===== src/rtl/button_debouncer.sv =====
// Active-low pushbutton conditioner: 2-flop synchroniser, counter-driven debounce FSM,
// and registered level / press / release / long-press events plus a wrapping press count.
module button_debouncer #(
    parameter int DEBOUNCE_CYCLES = 120_000,
    parameter int LONG_CYCLES     = 12_000_000
) (
    input  logic       clk,
    input  logic       rst,
    input  logic       btn_n,
    output logic       pressed,
    output logic       press_pulse,
    output logic       release_pulse,
    output logic       long_pulse,
    output logic [7:0] press_count
);

    localparam int DW = $clog2(DEBOUNCE_CYCLES);
    localparam int LW = $clog2(LONG_CYCLES);
    localparam logic [DW-1:0] DEB_MAX  = DW'(DEBOUNCE_CYCLES - 1);
    localparam logic [LW-1:0] LONG_MAX = LW'(LONG_CYCLES - 1);

    localparam logic [1:0] IDLE         = 2'd0;
    localparam logic [1:0] PRESS_WAIT   = 2'd1;
    localparam logic [1:0] HELD         = 2'd2;
    localparam logic [1:0] RELEASE_WAIT = 2'd3;

    logic          sync1_q, sync2_q;
    logic          sync_in;
    logic [1:0]    state_q, state_d;
    logic [DW-1:0] deb_cnt_q, deb_cnt_d;
    logic [LW-1:0] long_cnt_q, long_cnt_d;
    logic          long_done_q, long_done_d;
    logic          pressed_q, pressed_d;
    logic          press_pulse_q, press_pulse_d;
    logic          release_pulse_q, release_pulse_d;
    logic          long_pulse_q, long_pulse_d;
    logic [7:0]    press_count_q, press_count_d;

    assign sync_in = ~sync2_q;

    always_comb begin
        state_d         = state_q;
        deb_cnt_d       = deb_cnt_q;
        long_cnt_d      = long_cnt_q;
        long_done_d     = long_done_q;
        pressed_d       = pressed_q;
        press_pulse_d   = 1'b0;
        release_pulse_d = 1'b0;
        long_pulse_d    = 1'b0;
        press_count_d   = press_count_q;

        case (state_q)
            IDLE: begin
                if (sync_in) begin
                    state_d   = PRESS_WAIT;
                    deb_cnt_d = '0;
                end
            end
            PRESS_WAIT: begin
                if (!sync_in) begin
                    state_d = IDLE;
                end else if (deb_cnt_q == DEB_MAX) begin
                    state_d       = HELD;
                    pressed_d     = 1'b1;
                    press_pulse_d = 1'b1;
                    press_count_d = press_count_q + 8'd1;
                    long_cnt_d    = '0;
                    long_done_d   = 1'b0;
                end else begin
                    deb_cnt_d = deb_cnt_q + 1'b1;
                end
            end
            HELD: begin
                if (!sync_in) begin
                    state_d   = RELEASE_WAIT;
                    deb_cnt_d = '0;
                end
            end
            RELEASE_WAIT: begin
                if (sync_in) begin
                    state_d = HELD;
                end else if (deb_cnt_q == DEB_MAX) begin
                    state_d         = IDLE;
                    pressed_d       = 1'b0;
                    release_pulse_d = 1'b1;
                end else begin
                    deb_cnt_d = deb_cnt_q + 1'b1;
                end
            end
            default: state_d = IDLE;
        endcase

        // Release glitches keep the long-press timer running; it parks at its max so long fires once.
        if (state_q == HELD || state_q == RELEASE_WAIT) begin
            if (long_cnt_q != LONG_MAX) long_cnt_d = long_cnt_q + 1'b1;
            if (long_cnt_q == LONG_MAX && !long_done_q) begin
                long_pulse_d = 1'b1;
                long_done_d  = 1'b1;
            end
        end
    end

    always_ff @(posedge clk) begin
        if (rst) begin
            sync1_q         <= 1'b1;
            sync2_q         <= 1'b1;
            state_q         <= IDLE;
            deb_cnt_q       <= '0;
            long_cnt_q      <= '0;
            long_done_q     <= 1'b0;
            pressed_q       <= 1'b0;
            press_pulse_q   <= 1'b0;
            release_pulse_q <= 1'b0;
            long_pulse_q    <= 1'b0;
            press_count_q   <= 8'd0;
        end else begin
            sync1_q         <= btn_n;
            sync2_q         <= sync1_q;
            state_q         <= state_d;
            deb_cnt_q       <= deb_cnt_d;
            long_cnt_q      <= long_cnt_d;
            long_done_q     <= long_done_d;
            pressed_q       <= pressed_d;
            press_pulse_q   <= press_pulse_d;
            release_pulse_q <= release_pulse_d;
            long_pulse_q    <= long_pulse_d;
            press_count_q   <= press_count_d;
        end
    end

    assign pressed       = pressed_q;
    assign press_pulse   = press_pulse_q;
    assign release_pulse = release_pulse_q;
    assign long_pulse    = long_pulse_q;
    assign press_count   = press_count_q;

endmodule


===== config.mk =====
export PLATFORM = sky130hd
export DESIGN_NAME = button_debouncer
export DESIGN_NICKNAME = d
export VERILOG_FILES = /design/src/rtl/button_debouncer.sv
export SDC_FILE = /design/constraint.sdc
export NUM_CORES = 1
export LEC_CHECK = 0
export ABC_AREA = 1
export CORE_ASPECT_RATIO = 1.25
export CORE_MARGIN = 3
export CORE_UTILIZATION = 55
export CTS_CLUSTER_DIAMETER = 50
export DETAILED_ROUTE_END_ITERATION = 8
export PLACE_DENSITY = 0.83
export SYNTH_ARGS = -nofsm -noshare
export SYNTH_HDL_FRONTEND = slang
export SYNTH_SLANG_ARGS = --single-unit

===== constraint.sdc =====
create_clock -name clk -period 3.8 [get_ports clk]
set_input_delay 0.38 -clock clk [delete_from_list [all_inputs] [get_ports clk]]
set_output_delay 0.38 -clock clk [all_outputs]
set_load 0.02 [all_outputs]

==> flow_summary.yaml <==
clocking:
  clk_pin_slew_worst_paths_ps: 70
  ctsHoldBuffers: 0
  numCtsBuffers: 9
  worst_skew_pair.late_latency_ps: 350
  cts_tree: "built"
  clock_sinks: 58
  htree_num_levels: 3
  cts.repair.resized: 0
  clockBufferDepth: 2
  cts_root_buffer: "clkbuf_8"
  cts_setup_buffers: 0
routing:
  wirelength_mm: 8.99
  routed_via_density: 5.33
  drt_iter0_markers: 255
  wl_per_cell_microns: 12.9
  post-route-drc-count: 0
  detail-route-antenna-nets: 0
  drt-pass1-iter-count: 7
  vias: 3704
sta:
  hold_viol_final: 0
  worst_slew_pin_slew_ps: 751
  clock.fmax_mhz: 480
  min_period_ps: 2080
  relSlewSlack_pct: 49.9
  slew_viol_final: 0
  finalSetupViolCount: 0
  rsz0062_at_grt: "no"
  worst_slack_ps: 1720
  finalSetupTns_ps: 0
  skew_ps: 10.3
  post-route-period-util_pct: 54.8
synthesis:
  synthArstFlopShare_pct: 0
  synth_cells: 596
  yosysSeqAreaShare_pct: 31.2
  synth_area_per_cell_sq_um: 6.24
  syn-cell-area_sq_mm: 0.00372
  synth_edf_count: 0
  synth-seq-cells: 58
  yosys_warnings: 0
  ys_types: 37
  synthFlopType: "dfxtp_1"
  syn_nets: 602
place:
  place.port_buffers: 14
  dp_cells: 680
  gp_congestion: 0.922
  pre_cts_ws_ps: 1740
  dp.final_hpwl_mm: 6.80
  placed_cell_area_sq_mm: 0.00387
power_and_ir_drop:
  power_density_mw_per_mm2: 312
  power.share.clock_pct: 50.0
  comb_power_share_pct: 2.2
  internal_power_mw: 1.00
  p_leak_nw: 1.61
  swShare_pct: 21.7
  p_sw_mw: 0.277
  total_power_mw: 1.28
  p_seq_share_pct: 47.8
  vdd_drop_max_mv: 0.335
finish:
  layout_commonest_cell: "nand2_1"
  diodes: 0
  areaGrowthSynthToFinish_pct: 9.99
  fin_nets: 612
  fillers: 562
  final_cell_mix: "nand2_1 (165), nor2_1 (106), inv_1 (64)"
  fin_area_sq_mm: 0.00409
  fin_cells: 695
  drive_gt1_share_pct: 9.18
grt:
  grt_max_degree: 29
  grt_pass1_wl_mm: 16.0
  track_usage_pct: 25.3
  grt.overflow.total: 0
  antenna_found_initial: 0
  grt_pass1_vias: 3534
die:
  ioPinCount: 15
  rows: 32
  floorplan.initialDensity_pct: 58.4
  fp.dieW_microns: 79.6
  dieArea_sq_mm: 0.00779
  coreArea_sq_mm: 0.00637
  die_h_microns: 97.9
hold_path:
  hold_class: "flip-flop to flip-flop"
  whs_path_depth: 1
critical_path:
  crit_end: "long_cnt_q[14]"
  cp_max_fo: 11
  rrSetupSlack_ps: 1720
  cp.arrival_ps: 2320
  r2r_cells: 8
  critPathRequiredTime_ps: 4040
  worst_setup_path_end_kind: "flip-flop"
  worst_setup_path_start_kind: "flip-flop"
  timing.rr.start: "deb_cnt_q[0]"
  critPathLaunch: "deb_cnt_q[0]"
  worstReg2RegEnd: "long_cnt_q[14]"
  path_class: "flip-flop to flip-flop"
flow_run:
  max-cap-violations: 0
outcome:
  outcome: "complete, no violations"
[flip-flops by register name (all words and copies together) (netlist names), named ones only]
signal         cells
long_done_q        1
sync2_q            1
press_pulse        1
deb_cnt_q         17
press_count        8
long_pulse         1
release_pulse      1
pressed            1
sync1_q            1
state_q            1
long_cnt_q        24
[final cells by class]
type,count,area [sq um],area share (%)
flip-flops and latches,58,1160,28.4
well taps,85,106,2.60
clock inverters,4,76.3,1.87
repair buffers,16,155,3.79
multi-input cells,451,2190,53.5
inverters,70,263,6.42
clock buffers,11,141,3.46
[worst min path at each step]
stage,from,to,slack (ps)
after floorplan,sync1_q,sync2_q,390
after detailed placement,sync1_q,sync2_q,410
after global routing,sync1_q,sync2_q,450
final,sync1_q,sync2_q,420
after global placement,sync1_q,sync2_q,390
after CTS,sync1_q,sync2_q,420
[worst max-delay path: stages, from the launching register on]
cell and delay, ps:
dfxtp_1 440, ha_1 310, nand2_2 130, nor2_8 220
nand3_2 180, nor2_2 420, o21ai_0 150, nand2_1 80
nor2_1 30
[stage by stage]
step	hold WS, ps	util [%]
3_3_place_gp	393	60.8
4_1_cts	423	64.3
2_1_floorplan	389	-
3_5_place_dp	408	60.8
5_1_grt	449	64.3
6_report	417	64.3
[logic make-up after synthesis]
kind of cell / count (synthesis) / synth area share (%)
AO/OA/AOI/OAI: 66 / 9.96
XOR/XNOR: 10 / 2.56
adder cells (fa/ha/maj): 3 / 1.01
buffers and inverters: 87 / 9.96
flip-flops: 58 / 31.2
AND/OR/NAND/NOR: 372 / 45.3
[cells in the mapped netlist, types with 5 or more instances]
cell	instances	area, sq um
a21oi_1	31	155
a21oi_2	7	61.3
buf_4	5	37.5
clkbuf_1	6	22.5
dfxtp_1	58	1160
inv_1	64	240
inv_2	6	22.5
nand2_1	165	619
nand2_2	5	31.3
nand3_1	49	245
nand4_1	16	100
nor2_1	106	398
nor2_2	5	31.3
nor3_1	8	40.0
o21ai_0	12	60.1
o21ai_1	11	55.1
xor2_1	7	61.3
[routing by layer]
| metal | track usage [%] | wire [microns] |
|---|---|---|
| met5 | 0 | 0 |
| met4 | 10.3 | 238 |
| met3 | 4.43 | 318 |
| met2 | 44.2 | 4640 |
| met1 | 30.1 | 3790 |
[power by group through the flow]
stage / logic, mW / clock network (mW) / registers (mW)
floorplan: 0.0218 / 0 / 0.624
global placement: 0.0276 / 0 / 0.625
detailed placement: 0.0283 / 0 / 0.625
CTS: 0.0283 / 0.643 / 0.611
global route: 0.0316 / 0.671 / 0.611
finish: 0.0282 / 0.639 / 0.611
Power figures use the tool's default switching activity.
